===== src/rtl/axi_lite_gpio_arbiter.sv =====
// Round-robin arbiter sharing one AXI4-Lite master port between requesters.
// Ports: s_axi_* clk/rst, req_*/rsp_* command side, m_axi_* five AXI channels.
module axi_lite_gpio_arbiter #(
  parameter int REQ_COUNT = 2,
  parameter int ADDR_W    = 32,
  parameter int DATA_W    = 32
) (
  input  logic                          s_axi_aclk,
  input  logic                          s_axi_aresetn,
  input  logic [REQ_COUNT-1:0]          req_valid,
  input  logic [REQ_COUNT-1:0]          req_write,
  input  logic [REQ_COUNT*ADDR_W-1:0]   req_addr,
  input  logic [REQ_COUNT*DATA_W-1:0]   req_wdata,
  input  logic [REQ_COUNT*DATA_W/8-1:0] req_wstrb,
  output logic [REQ_COUNT-1:0]          req_ready,
  output logic [REQ_COUNT-1:0]          rsp_valid,
  output logic [DATA_W-1:0]             rsp_rdata,
  output logic [1:0]                    rsp_resp,
  output logic [ADDR_W-1:0]             m_axi_awaddr,
  output logic [2:0]                    m_axi_awprot,
  output logic                          m_axi_awvalid,
  input  logic                          m_axi_awready,
  output logic [DATA_W-1:0]             m_axi_wdata,
  output logic [DATA_W/8-1:0]           m_axi_wstrb,
  output logic                          m_axi_wvalid,
  input  logic                          m_axi_wready,
  input  logic [1:0]                    m_axi_bresp,
  input  logic                          m_axi_bvalid,
  output logic                          m_axi_bready,
  output logic [ADDR_W-1:0]             m_axi_araddr,
  output logic [2:0]                    m_axi_arprot,
  output logic                          m_axi_arvalid,
  input  logic                          m_axi_arready,
  input  logic [DATA_W-1:0]             m_axi_rdata,
  input  logic [1:0]                    m_axi_rresp,
  input  logic                          m_axi_rvalid,
  output logic                          m_axi_rready
);

  localparam int SW = DATA_W / 8;
  localparam int IW = (REQ_COUNT > 1) ? $clog2(REQ_COUNT) : 1;

  typedef enum logic [2:0] {
    IDLE, WRITE, WRESP, READ, RDATA, DONE
  } state_t;

  state_t          state;
  logic [IW-1:0]   ptr;
  logic [IW-1:0]   gnt;
  logic [ADDR_W-1:0] addr_q;
  logic [DATA_W-1:0] wdata_q;
  logic [SW-1:0]   wstrb_q;
  logic            aw_done;
  logic            w_done;

  logic            found;
  logic [IW-1:0]   sel;
  logic [IW-1:0]   sel_nxt;
  logic            aw_hs;
  logic            w_hs;

  function automatic logic [REQ_COUNT-1:0] onehot(input logic [IW-1:0] i);
    return REQ_COUNT'(1) << i;
  endfunction

  // First valid requester at or after the pointer, wrapping around.
  always_comb begin
    int j;
    found = 1'b0;
    sel   = '0;
    j     = 0;
    for (int k = 0; k < REQ_COUNT; k++) begin
      j = int'(ptr) + k;
      if (j >= REQ_COUNT) j = j - REQ_COUNT;
      if (!found && req_valid[j]) begin
        found = 1'b1;
        sel   = IW'(j);
      end
    end
  end

  assign sel_nxt = (int'(sel) + 1 >= REQ_COUNT) ? '0 : sel + 1'b1;

  assign req_ready = (state == IDLE && found) ? onehot(sel) : '0;

  assign aw_hs = m_axi_awvalid & m_axi_awready;
  assign w_hs  = m_axi_wvalid & m_axi_wready;

  assign m_axi_awaddr = addr_q;
  assign m_axi_araddr = addr_q;
  assign m_axi_wdata  = wdata_q;
  assign m_axi_wstrb  = wstrb_q;
  assign m_axi_awprot = 3'b000;
  assign m_axi_arprot = 3'b000;

  always_ff @(posedge s_axi_aclk or negedge s_axi_aresetn) begin
    if (!s_axi_aresetn) begin
      state         <= IDLE;
      ptr           <= '0;
      gnt           <= '0;
      addr_q        <= '0;
      wdata_q       <= '0;
      wstrb_q       <= '0;
      aw_done       <= 1'b0;
      w_done        <= 1'b0;
      m_axi_awvalid <= 1'b0;
      m_axi_wvalid  <= 1'b0;
      m_axi_bready  <= 1'b0;
      m_axi_arvalid <= 1'b0;
      m_axi_rready  <= 1'b0;
      rsp_valid     <= '0;
      rsp_rdata     <= '0;
      rsp_resp      <= 2'b00;
    end else begin
      unique case (state)
        IDLE: begin
          if (found) begin
            gnt     <= sel;
            ptr     <= sel_nxt;
            addr_q  <= req_addr[sel*ADDR_W +: ADDR_W];
            wdata_q <= req_wdata[sel*DATA_W +: DATA_W];
            wstrb_q <= req_wstrb[sel*SW +: SW];
            aw_done <= 1'b0;
            w_done  <= 1'b0;
            if (req_write[sel]) begin
              state         <= WRITE;
              m_axi_awvalid <= 1'b1;
              m_axi_wvalid  <= 1'b1;
            end else begin
              state         <= READ;
              m_axi_arvalid <= 1'b1;
            end
          end
        end
        WRITE: begin
          if (aw_hs) begin
            m_axi_awvalid <= 1'b0;
            aw_done       <= 1'b1;
          end
          if (w_hs) begin
            m_axi_wvalid <= 1'b0;
            w_done       <= 1'b1;
          end
          // Channels may finish in any order; move on once both have.
          if ((aw_done | aw_hs) && (w_done | w_hs)) begin
            state        <= WRESP;
            m_axi_bready <= 1'b1;
          end
        end
        WRESP: begin
          if (m_axi_bvalid) begin
            m_axi_bready <= 1'b0;
            rsp_resp     <= m_axi_bresp;
            rsp_valid    <= onehot(gnt);
            state        <= DONE;
          end
        end
        READ: begin
          if (m_axi_arready) begin
            m_axi_arvalid <= 1'b0;
            m_axi_rready  <= 1'b1;
            state         <= RDATA;
          end
        end
        RDATA: begin
          if (m_axi_rvalid) begin
            m_axi_rready <= 1'b0;
            rsp_rdata    <= m_axi_rdata;
            rsp_resp     <= m_axi_rresp;
            rsp_valid    <= onehot(gnt);
            state        <= DONE;
          end
        end
        DONE: begin
          rsp_valid <= '0;
          state     <= IDLE;
        end
        default: state <= IDLE;
      endcase
    end
  end

endmodule

===== config.mk =====
export PLATFORM = sky130hd
export DESIGN_NAME = axi_lite_gpio_arbiter
export DESIGN_NICKNAME = d
export VERILOG_FILES = /design/src/rtl/axi_lite_gpio_arbiter.sv
export SDC_FILE = /design/constraint.sdc
export NUM_CORES = 1
export LEC_CHECK = 0
export ABC_AREA = 1
export CAP_MARGIN = 10
export CELL_PAD_IN_SITES_DETAIL_PLACEMENT = 0
export CELL_PAD_IN_SITES_GLOBAL_PLACEMENT = 1
export CORE_MARGIN = 8
export CORE_UTILIZATION = 27
export DETAILED_ROUTE_END_ITERATION = 16
export HOLD_SLACK_MARGIN = 0.15
export PLACE_DENSITY_LB_ADDON = 0.15
export SETUP_SLACK_MARGIN = 0.15
export SLEW_MARGIN = 20
export SYNTH_ARGS = -nofsm -noshare
export SYNTH_HDL_FRONTEND = slang
export SYNTH_SLANG_ARGS = --single-unit

===== constraint.sdc =====
create_clock -name s_axi_aclk -period 2.9 [get_ports s_axi_aclk]
set_input_delay 0.29 -clock s_axi_aclk [delete_from_list [all_inputs] [get_ports s_axi_aclk]]
set_output_delay 0.29 -clock s_axi_aclk [all_outputs]
set_load 0.005 [all_outputs]

### Word-level counts from Yosys, hierarchy flattened

Index checks and enable logic that the tools add are counted.

| word-level totals | value |
|---|---|
| register bits | 116 |
| latch bits | 0 |
| RAM bits | 0 |
| memory bits (read-only) | 0 |
| bits of input ports | 183 |
| output and inout port bits | 149 |
| logic and storage cells | 123 |
| memories | 0 |

| cells by class | value |
|---|---|
| $add $sub $neg | 5 |
| $mul | 0 |
| div/mod/pow operators | 0 |
| order comparisons | 6 |
| equality and inequality tests | 14 |
| shift-type cells | 5 |
| muxes and demuxes | 50 |
| bitwise operators | 4 |
| reduce and logical (&&, ||, !) cells | 23 |

Operator list:

| kind | count |
|---|---|
| 64-bit by 7-bit indexed part select with 32-bit output | 2 |
| 32-bit by 3-bit < comparator with 1-bit output, second input constant | 2 |
| 32-bit 2-to-1 mux | 2 |
| 1-bit 2-to-1 mux | 27 |
| 3-bit AND reduction | 6 |
| 2-bit inequality test, second input constant | 8 |
| 3-bit 2-to-1 mux | 5 |
| 3-bit case mux with 5 select lines | 1 |
| 1-bit case mux with 2 select lines | 7 |
| 2-bit 2-to-1 mux | 6 |
| 4-bit AND reduction | 3 |
| 2-bit nonzero test | 5 |
| 8-bit by 4-bit indexed part select with 4-bit output | 1 |
| 3-bit by 2-bit equality test with 1-bit output, second input constant | 2 |
| 3-bit equality test, second input constant | 2 |
| 2-bit case mux with 3 select lines | 1 |
| 5-bit AND reduction | 1 |
| 1-bit by 1-bit adder with 2-bit output, second input constant | 2 |
| 2-bit >= comparator, second input constant | 2 |
| 2-bit case mux with 2 select lines | 1 |
| 2-bit AND reduction | 2 |
| 1-bit by 1-bit left shift with 2-bit output, first input constant | 2 |
| 3-bit by 1-bit equality test with 1-bit output, second input constant | 1 |
| 1-bit logical AND | 3 |
| other kinds (11) | 13 |

### Depth between registers and ports, before layout

Gate-level depths: netlist of run 1.

| logic depth | value |
|---|---|
| depth in word-level cells | 14 |
| mapped depth | 11 |

### Worst setup path after synthesis of run 1

No wires, ideal clock.

| timing | value |
|---|---|
| path kind | reg-to-output |
| start point | register state[1] |
| end point | output port req_ready[0] |
| arrival time | 1174 ps |
| slack | 1436 ps |
| stages on the path, launching flop included | 9 |
| cell sequence | dfrtp_1 nor2_4 nand2_2 inv_2 nand2_4 inv_4 nand2_2 inv_4 buf_2 |

| between the ends | value |
|---|---|
| word-level cells in the longest chain between the ends | 3 |

Ends and longest elaborated chain:

| element | RTL line | text |
|---|---|---|
| start, declared | 47 | `state_t state;` |
| start signal, assigned | 98 | `state <= IDLE;` |
| start signal, assigned | 126 | `state <= WRITE;` |
| start signal, assigned | 130 | `state <= READ;` |
| 3-bit logical NOT | 84 | `assign req_ready = (state == IDLE && found) ? onehot(sel) : '0;` |
| 1-bit logical AND | 84 |  |
| 2-bit 2-to-1 mux | 84 |  |
| end, declared | 15 | `output logic [REQ_COUNT-1:0] req_ready,` |

No other way between the ends.

### Worst setup path after layout of run 1

Ends and elaborated chain as after synthesis.

==> metrics.csv, run 1 <==
metric,value,unit
wire per inst,16.6,um
die area,24400,um2
clock skew,0.00985,ns
DR DRC count,0,
Leakage,4.20,nW
fmax,394,MHz
post_cts resized,0,
Final WS setup,0.364,ns
Synth Warn #,0,
register area share after synthesis,0.547,
setup TNS,0,ns
cell taking the most area after synthesis,dfrtp_1,
DP HPWL,15500,um
Fill cells,1977,
Worst EP required,2.61,ns
synth unique cells,25,
fin crit period,2.54,ns
clock-pin slew on the worst setup and hold paths,0.06,ns
Syn Inst Count,658,
worst-path fanout max,19,
largest net degree at the start of global routing,70,
Crit. End Element,output pin,
vias in the first global route,5193,
Slew @ Worst Pin,0.996,ns
Detailed Routing Iterations Pass 1,6,
fin nets,1133,
antenna violations before repair,0,
clock sinks,116,
Crit Path Class,flip-flop to output pin,
Max VDD drop,0.377,mV
Antenna Nets Post-Route,0,
IO Pins,332,
Post-Place Worst Slack,0.586,ns
Post-Layout Cell Count,1228,
Pwr Density,1020,nW/um2
"most common cell after layout, fill and taps aside",nand2_1,
final hold slack,0.420,ns
Fin. Hold Viols,0,
CTS buffer count,17,
Port Buffer Count,325,
Max Buffers Root-to-Sink,2,
routed vias,5186,
status,"finished, final reports clean",
grt total ovfl,0,
Slew Limit Headroom,0.332,
Final Cycle Share,0.874,
Final Setup Violations,0,
Final Max Slew Viols,0,
crit path DAT,2.25,ns
ratio of cells with drive above 1 in the final layout,0.0613,
CTS tree,yes,
Hold WC Path Type,input pin to flip-flop,
post-synth top area share,0.547,
final instance area,9180,um2
Mean Syn Cell Area,8.06,um2
Inst Count DP,1195,
Die H,156,um
n_diodes,0,
drt total wl,20400,um
CORE AREA,19400,um2
most frequent cells in the layout,"nand2_1, clkdlybuf4s50_1, dfrtp_1, nand3_1, clkbuf_16",
Core Rows,51,
RSZ-0062 raised after global routing,no,
Root Buffer,clkbuf_16,
Post CTS Setup Buffer Count,0,
H-tree depth,4,
Synth area leaders,"dfrtp_1, nand2_1, nand3_1",
DRT iter0 DRCs,246,
critical path launch point type,flip-flop,
GPL Wtd Cong,0.756,
Layout area overhead,73.0,%
Area after DPL,8550,um2
Syn Std Cell Area,5310,um2
post-synthesis register bit count,116,
via/cell ratio,4.22,
All-Layer GR Usage,0.165,
Initial Util,0.273,
clk_lat worst skew,0.41,ns
first-pass GRT wire length,30900,um
max_cap viols,0,
Die W,156,um
## kinds of logic after synthesis
logic type             Yosys count  share of synthesized area
AOI/OAI and AO/OA               11                     0.0113
buffers and inverters           84                     0.0955
and+or+nand+nor                446                      0.345
DFF                            116                      0.547
other                            1                   0.000707
## per-stage QoR
step	total power, mW	utilization
after floorplan	4.81	-
after global placement	7.27	0.441
after detailed placement	7.28	0.441
after CTS	9.54	0.473
after global routing	10.0	0.473
final	9.34	0.473
## critical path: stages, from the launching register on
cell,delay (ns)
dfrtp_1,0.47
nor2_4,0.17
nand2_2,0.13
inv_2,0.10
nand2_4,0.06
inv_4,0.08
nand2_2,0.07
inv_4,0.19
clkdlybuf4s50_1,0.58
## routing by layer
| metal | GRT usage | up-vias | part of all wire |
|---|---|---|---|
| met5 | 0 | - | 0 |
| met4 | 0.0485 | 0 | 0.013 |
| met3 | 0.0751 | 21 | 0.12 |
| met2 | 0.257 | 235 | 0.45 |
| met1 | 0.200 | 2333 | 0.42 |
| li1 | - | 2597 | - |
## synthesized netlist by cell type (all sizes together)
| cell | n |
|---|---|
| nand2 | 345 |
| dfrtp | 116 |
| nand3 | 82 |
| buf | 60 |
| inv | 19 |
| nor2 | 15 |
| o21ai | 7 |
| clkbuf | 5 |
| a21oi | 2 |
| nor3 | 2 |
| a21boi | 1 |
| and2 | 1 |
| conb | 1 |
| nand4 | 1 |
| o21bai | 1 |
## timing repair
action                                  in CTS  in global routing
hold buffers                                 1                  0
endpoints found under the setup margin       0                  0
hold endpoints to repair                    38                  0
## path summary, 6_finish.rpt
kind	startpoint	end	slack, ns	depth (start not counted)
worst max-delay path	state[1]$_DFFE_PN0P_	req_ready[0]	0.36	8
max in group asynchronous	s_axi_aresetn	m_axi_araddr[7]$_DFFE_PN0P_	1.70	3
min in group asynchronous	s_axi_aresetn	rsp_rdata[17]$_DFFE_PN0P_	0.43	2
worst min-delay path	m_axi_rdata[18]	rsp_rdata[18]$_DFFE_PN0P_	0.42	3
worst max register to register	state[1]$_DFFE_PN0P_	rsp_rdata[29]$_DFFE_PN0P_	0.72	6
worst min register to register	rsp_rdata[30]$_DFFE_PN0P_	rsp_rdata[30]$_DFFE_PN0P_	0.47	2
## where the power goes
group / internal, mW / switching (mW) / leakage, nW
Sequential: 2.41 / 0.525 / 1.43
Combinational: 2.38 / 1.83 / 2.48
Clock: 1.42 / 0.777 / 0.291
## final cells by class
class | instances | area (um2) | share of cell area
timing repair buffer | 333 | 3330 | 0.362
sequential | 116 | 2900 | 0.316
multi-input combinational | 463 | 1920 | 0.209
clock buffer | 21 | 470 | 0.0512
tap | 265 | 332 | 0.0361
clock inverter | 11 | 151 | 0.0165
inverter | 19 | 76.3 | 0.00831
## sequential cells by signal, indices dropped and copies added (netlist names)
| signal | cells |
|---|---|
| w_done | 1 |
| gnt | 1 |
| m_axi_arvalid | 1 |
| m_axi_wdata | 32 |
| m_axi_wvalid | 1 |
| rsp_resp | 2 |
| m_axi_araddr | 32 |
| aw_done | 1 |
| m_axi_awvalid | 1 |
| m_axi_bready | 1 |
| ptr | 1 |
| state | 3 |
| m_axi_wstrb | 4 |
| rsp_valid | 2 |
| m_axi_rready | 1 |
| rsp_rdata | 32 |
Power figures use the tool's default switching activity.
==> inputs of run 2 (changes only) <==
--- a/config.mk
+++ b/config.mk
@@ -12,7 +12,7 @@
 export CORE_MARGIN = 8
 export CORE_UTILIZATION = 27
 export DETAILED_ROUTE_END_ITERATION = 16
-export HOLD_SLACK_MARGIN = 0.15
+export HOLD_SLACK_MARGIN = 0.03
 export PLACE_DENSITY_LB_ADDON = 0.15
 export SETUP_SLACK_MARGIN = 0.15
 export SLEW_MARGIN = 20
==> results of run 2 <==
No change in the layout: final DEF, timing and power equal those of run 1.
==> inputs of run 3 (changes only) <==
--- a/config.mk
+++ b/config.mk
@@ -11,6 +11,7 @@
 export CELL_PAD_IN_SITES_GLOBAL_PLACEMENT = 1
 export CORE_MARGIN = 8
 export CORE_UTILIZATION = 27
+export CTS_CLUSTER_SIZE = 20
 export DETAILED_ROUTE_END_ITERATION = 16
 export HOLD_SLACK_MARGIN = 0.03
 export PLACE_DENSITY_LB_ADDON = 0.15
==> results of run 3 <==
No change in the layout: final DEF, timing and power equal those of run 1.
